### src/rtl/core_mem_rd_pkg.sv
// Shared types for the core memory read sequencer: FSM states, command record, default widths.
package core_mem_rd_pkg;
  localparam int CMEM_AW   = 16;
  localparam int CMD_LEN_W = 10;
  localparam int CMD_REP_W = 8;

  typedef enum logic [1:0] {IDLE, RUN, DONE} rd_state_t;

  typedef struct packed {
    logic [CMEM_AW-1:0]   base;
    logic [CMD_LEN_W-1:0] len;
    logic [CMEM_AW-2:0]   stride;
    logic [CMD_REP_W-1:0] rpt;
  } rd_cmd_t;
endpackage

### src/rtl/core_mem_rd_agu.sv
// Address generator: strided offset with region bit held, word/pass counters and final-word flag.
// Outputs reflect the incoming command combinationally during load so word 0 can issue on the handshake.
module core_mem_rd_agu
  import core_mem_rd_pkg::*;
(
  input  logic               clk,
  input  logic               rst,
  input  logic               load,
  input  logic               step,
  input  rd_cmd_t            cmd_in,
  output logic [CMEM_AW-1:0] addr,
  output logic               last
);
  rd_cmd_t              cmd_q, src_cmd;
  logic [CMEM_AW-2:0]   off_q, src_off;
  logic [CMD_LEN_W-1:0] word_q, src_word;
  logic [CMD_REP_W-1:0] pass_q, src_pass;
  logic                 word_end;

  always_comb begin
    src_cmd  = load ? cmd_in : cmd_q;
    src_off  = load ? cmd_in.base[CMEM_AW-2:0] : off_q;
    src_word = load ? '0 : word_q;
    src_pass = load ? '0 : pass_q;
    word_end = (src_word == src_cmd.len - CMD_LEN_W'(1));
    last     = word_end && (src_pass == src_cmd.rpt - CMD_REP_W'(1));
    addr     = {src_cmd.base[CMEM_AW-1], src_off};
  end

  always_ff @(posedge clk) begin
    if (rst) begin
      cmd_q  <= '0;
      off_q  <= '0;
      word_q <= '0;
      pass_q <= '0;
    end else begin
      if (load) cmd_q <= cmd_in;
      if (load || step) begin
        // Pass end reloads the base offset; the add wraps inside the offset field only.
        if (step && word_end) begin
          off_q  <= src_cmd.base[CMEM_AW-2:0];
          word_q <= '0;
          pass_q <= src_pass + CMD_REP_W'(1);
        end else if (step) begin
          off_q  <= src_off + src_cmd.stride;
          word_q <= src_word + CMD_LEN_W'(1);
          pass_q <= src_pass;
        end else begin
          off_q  <= src_off;
          word_q <= src_word;
          pass_q <= src_pass;
        end
      end
    end
  end
endmodule

### src/rtl/core_mem_rd_seq.sv
// Core memory read initiator: one strided read per cycle, throttled by LBUF and same-region GBUS reads.
// Stall/abort sampled in cycle C govern cmem_ren in C+1; done follows the final read by one cycle.
module core_mem_rd_seq
  import core_mem_rd_pkg::*;
#(
  parameter int GBUS_ADDR = CMEM_AW,
  parameter int LEN_W     = CMD_LEN_W,
  parameter int REP_W     = CMD_REP_W
) (
  input  logic                 clk,
  input  logic                 rst,
  input  logic                 cmd_valid,
  output logic                 cmd_ready,
  input  logic [GBUS_ADDR-1:0] cmd_base,
  input  logic [LEN_W-1:0]     cmd_len,
  input  logic [GBUS_ADDR-2:0] cmd_stride,
  input  logic [REP_W-1:0]     cmd_repeat,
  input  logic                 abort,
  input  logic                 lbuf_almost_full,
  input  logic                 gbus_ren,
  input  logic                 gbus_addr_msb,
  output logic [GBUS_ADDR-1:0] cmem_raddr,
  output logic                 cmem_ren,
  output logic                 busy,
  output logic                 done,
  output logic                 aborted
);
  rd_state_t            state_q, state_d;
  rd_cmd_t              cmd_in;
  logic                 fin_q, fin_d;
  logic                 load, issue, stall, zero_cmd, aborted_d, agu_last;
  logic [GBUS_ADDR-1:0] agu_addr;

  always_comb begin
    cmd_in.base   = cmd_base;
    cmd_in.len    = cmd_len;
    cmd_in.stride = cmd_stride;
    cmd_in.rpt    = cmd_repeat;
  end

  assign zero_cmd = (cmd_len == '0) || (cmd_repeat == '0);
  // GBUS owns the shared SRAM port only when it targets the same region.
  assign stall = lbuf_almost_full || (gbus_ren && (gbus_addr_msb == agu_addr[GBUS_ADDR-1]));

  core_mem_rd_agu u_agu (
    .clk    (clk),
    .rst    (rst),
    .load   (load),
    .step   (issue),
    .cmd_in (cmd_in),
    .addr   (agu_addr),
    .last   (agu_last)
  );

  always_comb begin
    state_d   = state_q;
    fin_d     = fin_q;
    load      = 1'b0;
    issue     = 1'b0;
    aborted_d = 1'b0;
    case (state_q)
      IDLE: begin
        if (cmd_valid) begin
          load  = 1'b1;
          fin_d = 1'b0;
          if (zero_cmd) begin
            state_d = DONE;
          end else begin
            state_d = RUN;
            issue   = !stall;
            fin_d   = !stall && agu_last;
          end
        end
      end
      RUN: begin
        // fin_q holds RUN one extra cycle so done lines up with the last word's read data.
        if (abort) begin
          state_d   = DONE;
          aborted_d = 1'b1;
        end else if (fin_q) begin
          state_d = DONE;
        end else begin
          issue = !stall;
          fin_d = !stall && agu_last;
        end
      end
      DONE: begin
        state_d = IDLE;
        fin_d   = 1'b0;
      end
      default: state_d = IDLE;
    endcase
  end

  always_ff @(posedge clk) begin
    if (rst) begin
      state_q    <= IDLE;
      fin_q      <= 1'b0;
      cmem_ren   <= 1'b0;
      cmem_raddr <= '0;
      cmd_ready  <= 1'b1;
      busy       <= 1'b0;
      done       <= 1'b0;
      aborted    <= 1'b0;
    end else begin
      state_q   <= state_d;
      fin_q     <= fin_d;
      cmem_ren  <= issue;
      if (issue) cmem_raddr <= agu_addr;
      cmd_ready <= (state_d == IDLE);
      busy      <= (state_d != IDLE);
      done      <= (state_d == DONE);
      aborted   <= aborted_d;
    end
  end
endmodule

### config.mk
export PLATFORM = sky130hd
export DESIGN_NAME = core_mem_rd_seq
export DESIGN_NICKNAME = d
export VERILOG_FILES = /design/src/rtl/core_mem_rd_pkg.sv /design/src/rtl/core_mem_rd_agu.sv /design/src/rtl/core_mem_rd_seq.sv
export SDC_FILE = /design/constraint.sdc
export NUM_CORES = 1
export LEC_CHECK = 0
export BUFFER_PORTS_ARGS = -buffer_cell sky130_fd_sc_hd__clkbuf_2
export CAP_MARGIN = 20
export CORE_ASPECT_RATIO = 1.2
export CORE_MARGIN = 2
export CORE_UTILIZATION = 37
export CTS_BUF_LIST = sky130_fd_sc_hd__clkbuf_4
export CTS_CLUSTER_DIAMETER = 30
export CTS_CLUSTER_SIZE = 28
export DETAILED_ROUTE_END_ITERATION = 8
export PLACE_DENSITY = 0.55
export SLEW_MARGIN = 20
export SYNTH_ARGS = -nofsm -noshare
export SYNTH_HDL_FRONTEND = slang
export SYNTH_SLANG_ARGS = --single-unit
### constraint.sdc
create_clock -name clk -period 5.35 [get_ports clk]
set_input_delay 0.2675 -clock clk [delete_from_list [all_inputs] [get_ports clk]]
set_output_delay 0.2675 -clock clk [all_outputs]
set_load 0.1 [all_outputs]
==> results.txt, run 1 <==
----------------------------------------------------
[Outcome]
  Result of the run ... complete, no violations

[Synthesis]
  Number of enable flip-flop cells after synthesis ... 0
  Most used flip-flop cell after synthesis ... sky130_fd_sc_hd__dfxtp_1
  Count of distinct cell types in the synthesized netlist ... 64
  Post-synthesis instance total ... 770
  Post-Syn Nets ... roughly 850
  Number of warning messages in the yosys log ... 0
  Share of the synthesized area in the top cell type ... 0.358
  Top area cells in the synthesized netlist ... sky130_fd_sc_hd__dfxtp_1, sky130_fd_sc_hd__nand2_1, sky130_fd_sc_hd__a21oi_1
  Mean area per synthesized cell ... 7.70 sq um
  Fraction of registers with async set or reset after synthesis ... 0
  Most area-hungry cell type in the Yosys netlist ... sky130_fd_sc_hd__dfxtp_1
  Total of flip-flops plus latches after synthesis ... 106
  Count leader, synth ... sky130_fd_sc_hd__nand2_1
  Share of the yosys chip area belonging to registers ... 0.358
  Post-synth design cell area ... 0.00593 sq mm
  Synth cell count leaders ... sky130_fd_sc_hd__nand2_1, sky130_fd_sc_hd__dfxtp_1, sky130_fd_sc_hd__a21oi_1

[Clock tree]
  Sink count of the clock tree ... around 110
  CTS resizes ... 0
  Number of buffers added by the clock tree synthesis step ... 9
  Register clock-pin slew on the reported worst setup and hold paths ... approximately 170 ps
  Skew-Pair Late Insertion Delay ... roughly 500 ps
  Root Buffer ... sky130_fd_sc_hd__clkbuf_4
  CTS tree ... done
  Max clock buf depth ... 2
  # Post-CTS Setup Buffers ... 0
  Number of buffers inserted for hold repair after clock tree synthesis ... 19
  Maximum level of the CTS H-tree ... 3

[Power and ir drop]
  Clock network fraction of total power ... 0.208
  Total chip power ... between 1.5 and 2 mW
  Switching share of power ... 0.383
  Reg power frac ... 0.464
  Internal power consumption ... ~1.2 mW
  P_sw ... between 0.7 and 0.8 mW
  Share of total power in combinational logic ... 0.328
  Peak supply drop ... 0.132 mV
  Leakage power summed over all cells ... 2.89 nW
  Power per unit of standard cell area ... approximately 280 mW/mm^2

[Route]
  Wire length per cell after detailed routing ... ~16 microns
  Number of nets with antenna violations after detailed routing ... 0
  Via-to-Cell Ratio ... about 5.3
  Post-Route WL ... approximately 17000 microns
  Count of vias placed by the detailed router ... approximately 5600
  Number of remaining DRC errors ... 0
  DRC violation total after the first TritonRoute iteration ... 395
  Number of iterations in the first detailed-routing pass ... 8

[Die]
  Std-Cell Core Area ... about 0.016 sq mm
  Die span in x ... between 100 and 150 microns
  Number of I/O pins ... 77
  Area of the die ... roughly 0.017 sq mm
  Die Y ... between 100 and 150 microns
  Starting density of the core ... 0.379
  Count of standard-cell rows ... 50

[STA]
  Sum Neg Setup Slack ... 0 ps
  Ratio of final minimum period to clock period ... 0.848
  Max Clk Rate ... between 0.2 and 0.25 GHz
  Fin. Hold Viols ... 0
  Shortest period the worst path allows ... approximately 4500 ps
  Slew Limit Fails ... 0
  Unrepaired setup endpoints after global routing ... no
  Total setup violations reported at the end of the flow ... 0
  Transition at the pin with the smallest max-transition slack ... between 1000 and 1500 ps
  Setup Skew ... roughly 19 ps
  Worst slew margin relative to its limit ... 0.306

[Critical path]
  Length in cells of the worst reg-to-reg path ... 16
  Cells traversed along the worst timing path ... inv_1 > ha_1 > and2_2 > nand2_1 > nand2_1 > ha_1 > inv_1 > fa_1 > nor2b_1 > o31a_1 > a41oi_1 > a31o_2 > a22oi_1 > xor2_1 > a22oi_1 > o31ai_1
  Longest individual stage delay on the worst path ... 810 ps
  Critical Path Fanout Max ... 40
  Stages on worst setup path ... 16
  Combined buffer and inverter count along the critical path ... 2
  Register-to-register path setup slack ... a little over 800 ps
  Reg2Reg Capture Point ... u_agu.off_q[12]
  CP startpoint kind ... register
  Critical path endpoint category ... register
  CP max-delay cell ... sky130_fd_sc_hd__and2_2
  Startpoint of the lowest-slack register-to-register path ... state_q[1]
  CP startpoint ... state_q[1]
  Cell type group with the largest total delay on the critical path ... adder cells
  Required time worst endpoint ... approximately 5700 ps
  Worst Setup Path Type ... register to register
  Data arrival, critical path ... just under 5000 ps

[Global route]
  Most crowded layer after global routing ... met2
  Antenna violations before repair ... 1
  Via count of the first global-routing pass ... between 5000 and 6000
  Tot GR Track Use ... 0.200
  Global-route wire length before repair ... 27100 microns
  Met3 routing resource usage after global routing ... 0.0228
  GR Overflow Total ... 0
  Met2 usage ... 0.346
  Maximum number of pins on one net before global-route repair ... 67
  Global-route met1 utilization ... 0.244

[Min path]
  Hold Path Origin ... cmd_len[2]
  Kind of path behind the tightest hold check ... input port to register
  Terminating pin of the worst hold path ... u_agu.cmd_q[25]
  Cell depth of the worst min-delay path ... 3

[Placed design]
  Count of input and output buffers ... 76
  Instance count after placement with tap cells included ... 1018
  Routability-driven placement congestion ratio ... roughly 0.85
  Sum of net half-perimeters after detailed placement ... around 12000 microns

[Layout]
  FF/Latch Area ... 0.00212 sq mm
  Relative area change from synthesis to final layout ... 14.7%
  Final #Nets ... 918
  Area taken by multi-input logic gates ... roughly 0.0036 sq mm
  Filler cell count ... approximately 1600
  Count of non-filler cells in the finished layout ... 1054
  Ratio of cells with drive above 1 in the final layout ... 0.138

[Run]
  Max-cap viol count ... 0

----------------------------------------------------
[cell usage in the layout (no fill, tap or decap), types with 4 or more instances in the layout]
cell type / Yosys / layout
sky130_fd_sc_hd__nor3b_1: 4 / 4
sky130_fd_sc_hd__a21o_1: 9 / 9
sky130_fd_sc_hd__o31ai_1: 5 / 5
sky130_fd_sc_hd__xor2_1: 16 / 16
sky130_fd_sc_hd__nand4_1: 9 / 9
sky130_fd_sc_hd__clkbuf_2: 0 / 75
sky130_fd_sc_hd__xnor2_1: 22 / 22
sky130_fd_sc_hd__a211oi_1: 11 / 10
sky130_fd_sc_hd__nor2b_1: 7 / 7
sky130_fd_sc_hd__buf_4: 0 / 13
sky130_fd_sc_hd__nor3_1: 28 / 28
sky130_fd_sc_hd__and2_1: 9 / 8
sky130_fd_sc_hd__inv_1: 15 / 15
sky130_fd_sc_hd__or3_1: 7 / 7
sky130_fd_sc_hd__o21ai_0: 26 / 26
sky130_fd_sc_hd__dlygate4sd3_1: 0 / 19
sky130_fd_sc_hd__clkbuf_4: 0 / 10
sky130_fd_sc_hd__a21oi_1: 79 / 79
sky130_fd_sc_hd__a22oi_1: 4 / 4
sky130_fd_sc_hd__mux2i_1: 22 / 22
sky130_fd_sc_hd__nand2_1: 133 / 132
sky130_fd_sc_hd__ha_1: 21 / 21
sky130_fd_sc_hd__nor2_1: 78 / 78
sky130_fd_sc_hd__a31oi_1: 4 / 4
sky130_fd_sc_hd__nand3_1: 21 / 21
sky130_fd_sc_hd__and3_1: 12 / 12
sky130_fd_sc_hd__nand2b_1: 7 / 7
sky130_fd_sc_hd__dfxtp_1: 106 / 106
sky130_fd_sc_hd__nor4_1: 4 / 4
[worst max path at each step]
stage | endpoint | slack (ps)
6_report | u_agu.off_q[12] | 810
5_1_grt | u_agu.off_q[11] | 410
4_1_cts | u_agu.off_q[12] | 820
3_5_place_dp | u_agu.off_q[12] | 870
3_3_place_gp | u_agu.off_q[13] | 970
2_1_floorplan | u_agu.pass_q[6] | 460
[final cells by class]
class | count | area share
Tap cell | 208 | 0.0382
Multi-Input combinational cell | 601 | 0.527
Timing Repair Buffer | 107 | 0.0974
Sequential cell | 106 | 0.312
Inverter | 15 | 0.00827
Clock buffer | 10 | 0.0110
Antenna cell | 1 | 0.000368
Clock inverter | 6 | 0.00588
[stage by stage]
step           setup WS, ps  utilization  hold slack (ps)  area (sq um)
6_report                811        0.435             27.1          6810
5_1_grt                 409        0.435             22.5          6810
4_1_cts                 823        0.435             2.60          6800
3_5_place_dp            872        0.415              450          6500
3_3_place_gp            966        0.415              442          6500
2_1_floorplan           464            -              381          5930
[worst min-delay path, delay by kind of cell]
kind / cells / cell delay [ps]
and+or+nand+nor: 1 / 60
buffers and inverters: 1 / 120
AOI/OAI and AO/OA: 1 / 50
[sequential cells by signal, indices dropped and copies added, names as in the netlist]
name	flops
u_agu.cmd_q	49
cmem_raddr	16
u_agu.off_q	15
u_agu.word_q	10
u_agu.pass_q	8
state_q	2
aborted	1
busy	1
cmd_ready	1
cmem_ren	1
done	1
fin_q	1
[per-layer routing]
layer	routed length, microns	vias up	share of wire
li1	-	2842	-
met1	7350	2600	0.44
met2	8320	161	0.50
met3	703	21	0.042
met4	430	0	0.026
met5	0	-	0
[power groups by stage]
stage / Sequential (mW) / Combinational [mW] / Clock (mW)
after floorplan: 0.965 / 0.370 / 0
after global placement: 0.885 / 0.599 / 0
after detailed placement: 0.887 / 0.603 / 0
after CTS: 0.870 / 0.617 / 0.406
after global routing: 0.876 / 0.675 / 0.431
final: 0.870 / 0.614 / 0.391
[kinds of logic (layout without fill, tap and decap cells)]
kind of cell	Yosys count	after routing	share of synthesized area
XOR/XNOR	38	38	0.0561
AND/OR/NAND/NOR	336	336	0.264
AO/OA/AOI/OAI	182	182	0.194
adder cells (fa/ha/maj)	22	22	0.0477
flip-flops	106	106	0.358
other	0	1	0
buffers and inverters	63	138	0.0413
multiplexers	23	23	0.0390
Power figures use the tool's default switching activity.
==> inputs of run 2 (changes only) <==
--- a/config.mk
+++ b/config.mk
@@ -5,6 +5,7 @@
 export SDC_FILE = /design/constraint.sdc
 export NUM_CORES = 1
 export LEC_CHECK = 0
+export ABC_AREA = 1
 export BUFFER_PORTS_ARGS = -buffer_cell sky130_fd_sc_hd__clkbuf_2
 export CAP_MARGIN = 20
 export CORE_ASPECT_RATIO = 1.2
@@ -14,7 +15,7 @@
 export CTS_CLUSTER_DIAMETER = 30
 export CTS_CLUSTER_SIZE = 28
 export DETAILED_ROUTE_END_ITERATION = 8
-export PLACE_DENSITY = 0.55
+export PLACE_DENSITY = 0.57
 export SLEW_MARGIN = 20
 export SYNTH_ARGS = -nofsm -noshare
 export SYNTH_HDL_FRONTEND = slang
==> constraint.sdc (replaced) <==
create_clock -name clk -period 3.8 [get_ports clk]
set_input_delay 0.19 -clock clk [delete_from_list [all_inputs] [get_ports clk]]
set_output_delay 0.19 -clock clk [all_outputs]
set_load 0.1 [all_outputs]
==> results.txt, run 2 <==
----------------------------------------------------
[Critical path]
  Worst Setup Path Type ... register to register (unchanged)
  Cells traversed along the worst timing path ... inv_1 > ha_1 > nand2_2 > inv_2 > or2_2 > o21ai_0 > inv_1 > ha_1 > a21oi_1 > nand2_1 > a21oi_1 > inv_1 > nand2_1 > nand2_1 > nand2_1 > nand2_1 > xor2_1 > o21ai_0 > nand2_1 > a21oi_1 (was inv_1 > ha_1 > and2_2 > nand2_1 > nand2_1 > ha_1 > inv_1 > fa_1 > nor2b_1 > o31a_1 > a41oi_1 > a31o_2 > a22oi_1 > xor2_1 > a22oi_1 > o31ai_1)
  Length in cells of the worst reg-to-reg path ... 20 (was 16)
  CP startpoint kind ... register (unchanged)
  Register-to-register path setup slack ... 500 ps (was 810 ps)
  Required time worst endpoint ... 4240 ps (was 5720 ps)
  Cell type group with the largest total delay on the critical path ... simple AND/OR/NAND/NOR gates (was adder cells)
  Most used cell, CP ... sky130_fd_sc_hd__nand2_1
  Reg2Reg Capture Point ... u_agu.off_q[11] (was u_agu.off_q[12])
  Critical path endpoint category ... register (unchanged)
  CP max-delay cell ... sky130_fd_sc_hd__dfxtp_1 (was sky130_fd_sc_hd__and2_2)
  Longest individual stage delay on the worst path ... 420 ps (was 810 ps)
  Data arrival, critical path ... 3740 ps (was 4910 ps)
  Startpoint of the lowest-slack register-to-register path ... state_q[0] (was state_q[1])
  Critical Path Fanout Max ... 25 (was 40)
  Combined buffer and inverter count along the critical path ... 4 (was 2)

[Power and ir drop]
  Leakage power summed over all cells ... 3.70 nW (was 2.89 nW)
  Power per unit of standard cell area ... 396 mW/mm^2 (was 276 mW/mm^2)
  Peak supply drop ... 0.165 mV (was 0.132 mV)

[STA]
  Transition at the pin with the smallest max-transition slack ... 744 ps (was 1040 ps)
  Shortest period the worst path allows ... 3300 ps (was 4540 ps)
  Sum Neg Setup Slack ... 0 ps (unchanged)
  Total setup violations reported at the end of the flow ... 0 (unchanged)
  Max Clk Rate ... 0.303 GHz (was 0.220 GHz)
  Fin. Hold Viols ... 0 (unchanged)
  Setup Skew ... 16.8 ps (was 19.5 ps)
  Slew Limit Fails ... 0 (unchanged)
  Unrepaired setup endpoints after global routing ... no (unchanged)
  Ratio of final minimum period to clock period ... 0.868 (was 0.848)
  Final worst setup slack ... 501 ps (was 811 ps)
  Worst slew margin relative to its limit ... 0.503 (was 0.306)

[Die]
  Count of standard-cell rows ... 52 (was 50)
  Std-Cell Core Area ... 0.0169 sq mm (was 0.0156 sq mm)
  Number of I/O pins ... 77 (unchanged)
  Die span in x ... 124 microns (was 120 microns)
  Starting density of the core ... 0.380 (was 0.379)
  Die Y ... 148 microns (was 143 microns)
  Area of the die ... 0.0184 sq mm (was 0.0171 sq mm)

[Layout]
  Commonest cells after routing, fill and taps aside ... sky130_fd_sc_hd__nand2_1, sky130_fd_sc_hd__inv_1, sky130_fd_sc_hd__dfxtp_1 (was sky130_fd_sc_hd__nand2_1, sky130_fd_sc_hd__dfxtp_1, sky130_fd_sc_hd__a21oi_1)
  Post-route core utilization ... 0.437 (was 0.435)
  Number of flip-flops in the largest register ... 49 (unchanged)
  Most common library cell in the layout ignoring fill and taps ... sky130_fd_sc_hd__nand2_1 (unchanged)
  Relative area change from synthesis to final layout ... 14.9% (was 14.7%)
  FF/Latch Area ... 0.00212 sq mm (unchanged)
  Ratio of cells with drive above 1 in the final layout ... 0.152 (was 0.138)
  Reg with most FFs ... u_agu.cmd_q (unchanged)
  Count of non-filler cells in the finished layout ... 1293 (was 1054)
  Area taken by multi-input logic gates ... 0.00352 sq mm (was 0.00359 sq mm)
  Leading registers by flop count ... u_agu.cmd_q (49), cmem_raddr (16), u_agu.off_q (15) (unchanged)
  Filler cell count ... 1862 (was 1628)
  Final #Nets ... 1148 (was 918)

[Route]
  Number of iterations in the first detailed-routing pass ... 5 (was 8)
  Wire length per cell after detailed routing ... 13.2 microns (was 15.9 microns)
  DRC violation total after the first TritonRoute iteration ... 364 (was 395)
  Number of nets with antenna violations after detailed routing ... 0 (unchanged)
  Count of vias placed by the detailed router ... 6213 (was 5624)
  Post-Route WL ... 17000 microns (was 16800 microns)
  Number of remaining DRC errors ... 0 (unchanged)
  Via-to-Cell Ratio ... 4.81 (was 5.34)

[Clock tree]
  CTS tree ... done (unchanged)
  Skew-Pair Late Insertion Delay ... 500 ps (about the same)
  Max clock buf depth ... 2 (unchanged)
  Sink count of the clock tree ... 106 (unchanged)
  Root Buffer ... sky130_fd_sc_hd__clkbuf_4 (unchanged)
  Maximum level of the CTS H-tree ... 3 (unchanged)
  Number of buffers added by the clock tree synthesis step ... 9 (unchanged)
  Register clock-pin slew on the reported worst setup and hold paths ... 170 ps (about the same)

[Placed design]
  Post-Place Worst Slack ... 533 ps (was 872 ps)
  Count of input and output buffers ... 76 (unchanged)
  Sum of net half-perimeters after detailed placement ... 12300 microns (was 12100 microns)
  Routability-driven placement congestion ratio ... 0.916 (was 0.849)
  Instance count after placement with tap cells included ... 1249 (was 1018)

[Synthesis]
  Number of warning messages in the yosys log ... 0 (unchanged)
  Share of the synthesized area in the top cell type ... 0.330 (was 0.358)
  Share of the yosys chip area belonging to registers ... 0.330 (was 0.358)
  Post-synth design cell area ... 0.00643 sq mm (was 0.00593 sq mm)
  Count leader, synth ... sky130_fd_sc_hd__nand2_1 (unchanged)
  Fraction of registers with async set or reset after synthesis ... 0 (unchanged)
  Mean area per synthesized cell ... 6.57 sq um (was 7.70 sq um)
  Synth cell count leaders ... sky130_fd_sc_hd__nand2_1, sky130_fd_sc_hd__inv_1, sky130_fd_sc_hd__dfxtp_1 (was sky130_fd_sc_hd__nand2_1, sky130_fd_sc_hd__dfxtp_1, sky130_fd_sc_hd__a21oi_1)
  Total of flip-flops plus latches after synthesis ... 106 (unchanged)
  Most area-hungry cell type in the Yosys netlist ... sky130_fd_sc_hd__dfxtp_1 (unchanged)
  Count of distinct cell types in the synthesized netlist ... 45 (was 64)
  Top area cells in the synthesized netlist ... sky130_fd_sc_hd__dfxtp_1, sky130_fd_sc_hd__nand2_1, sky130_fd_sc_hd__inv_1 (was sky130_fd_sc_hd__dfxtp_1, sky130_fd_sc_hd__nand2_1, sky130_fd_sc_hd__a21oi_1)
  Most used flip-flop cell after synthesis ... sky130_fd_sc_hd__dfxtp_1 (unchanged)
  Post-Syn Nets ... 1057 (was 848)
  Number of enable flip-flop cells after synthesis ... 0 (unchanged)
  Post-synthesis instance total ... 979 (was 770)

[Global route]
  Global-route wire length before repair ... 28300 microns (was 27100 microns)
  Via count of the first global-routing pass ... 5852 (was 5471)
  Antenna violations before repair ... 1 (unchanged)
  GR Overflow Total ... 0 (unchanged)
  Tot GR Track Use ... 0.188 (was 0.200)
  Maximum number of pins on one net before global-route repair ... 62 (was 67)

[Min path]
  Kind of path behind the tightest hold check ... input port to register (unchanged)
  Cell depth of the worst min-delay path ... 5 (was 3)
  Terminating pin of the worst hold path ... u_agu.cmd_q[6] (was u_agu.cmd_q[25])
  Hold Path Origin ... cmd_repeat[6] (was cmd_len[2])

[Outcome]
  Result of the run ... complete, no violations (unchanged)

[Run]
  Max-cap viol count ... 0 (unchanged)

----------------------------------------------------
-- run 2: routing by layer --
| layer | track usage | share of wire | vias to the layer above |
|---|---|---|---|
| met5 | 0 | 0 | - |
| met4 | 0.0596 | 0.020 | 0 |
| met3 | 0.0306 | 0.035 | 24 |
| met2 | 0.320 | 0.47 | 122 |
| met1 | 0.246 | 0.48 | 2771 |
| li1 | - | - | 3296 |
-- run 2: cell type report --
| type | instances | area share |
|---|---|---|
| multi-input cells | 684 | 0.476 |
| flip-flops and latches | 106 | 0.287 |
| repair buffers | 122 | 0.107 |
| inverters | 147 | 0.0747 |
| well taps | 216 | 0.0366 |
| clock buffers | 9 | 0.00915 |
| clock inverters | 7 | 0.00813 |
| diodes | 2 | 0.000678 |
-- run 2: worst max-delay path by stage --
stage,from,to,slack [ps],cells after the start
after floorplan,state_q[0],u_agu.off_q[14],80,25
after global placement,state_q[0],u_agu.off_q[11],580,20
after detailed placement,state_q[0],u_agu.off_q[11],530,19
after CTS,state_q[0],u_agu.off_q[11],510,19
after global routing,state_q[0],u_agu.off_q[14],50,21
final,state_q[0],u_agu.off_q[11],500,20
-- run 2: where the power goes --
| part | switching, mW | internal [mW] | leakage, nW | total (mW) |
|---|---|---|---|---|
| Sequential | 0.0301 | 1.20 | 0.871 | 1.23 |
| Clock | 0.400 | 0.193 | 0.0706 | 0.593 |
| Combinational | 0.745 | 0.356 | 2.76 | 1.10 |
| Total | 1.17 | 1.75 | 3.70 | 2.93 |
-- run 2: cells by family (layout without fill, tap and decap cells) --
group | count (synthesis) | in the layout | synth area share
AND/OR/NAND/NOR | 490 | 490 | 0.345
flip-flops | 106 | 106 | 0.330
buffers and inverters | 189 | 285 | 0.122
AO/OA/AOI/OAI | 146 | 146 | 0.123
other | 0 | 2 | 0
XOR/XNOR | 26 | 26 | 0.0354
adder cells (fa/ha/maj) | 22 | 22 | 0.0440
-- run 2: worst min-delay path: cells and delay by family --
family                 cells  cell delay [ps]
buffers and inverters      2              160
AND/OR/NAND/NOR            3              170
-- run 2: per-stage QoR --
stage                     hold WS, ps  area (sq um)  total power [mW]
final                            44.6          7390              2.93
after global routing             23.3          7390              3.15
after CTS                        17.4          7380              2.96
after detailed placement          470          6990              2.34
after global placement            463          6990              2.33
after floorplan                   273          6430              2.11
-- run 2: repair_timing --
| action | in CTS | in global routing |
|---|---|---|
| gates resized for setup | 0 | 0 |
| endpoints found under the hold margin | 26 | 0 |
| hold buffers | 26 | 0 |
| setup endpoints to repair | 0 | 0 |
| buffers inserted | 0 | 0 |
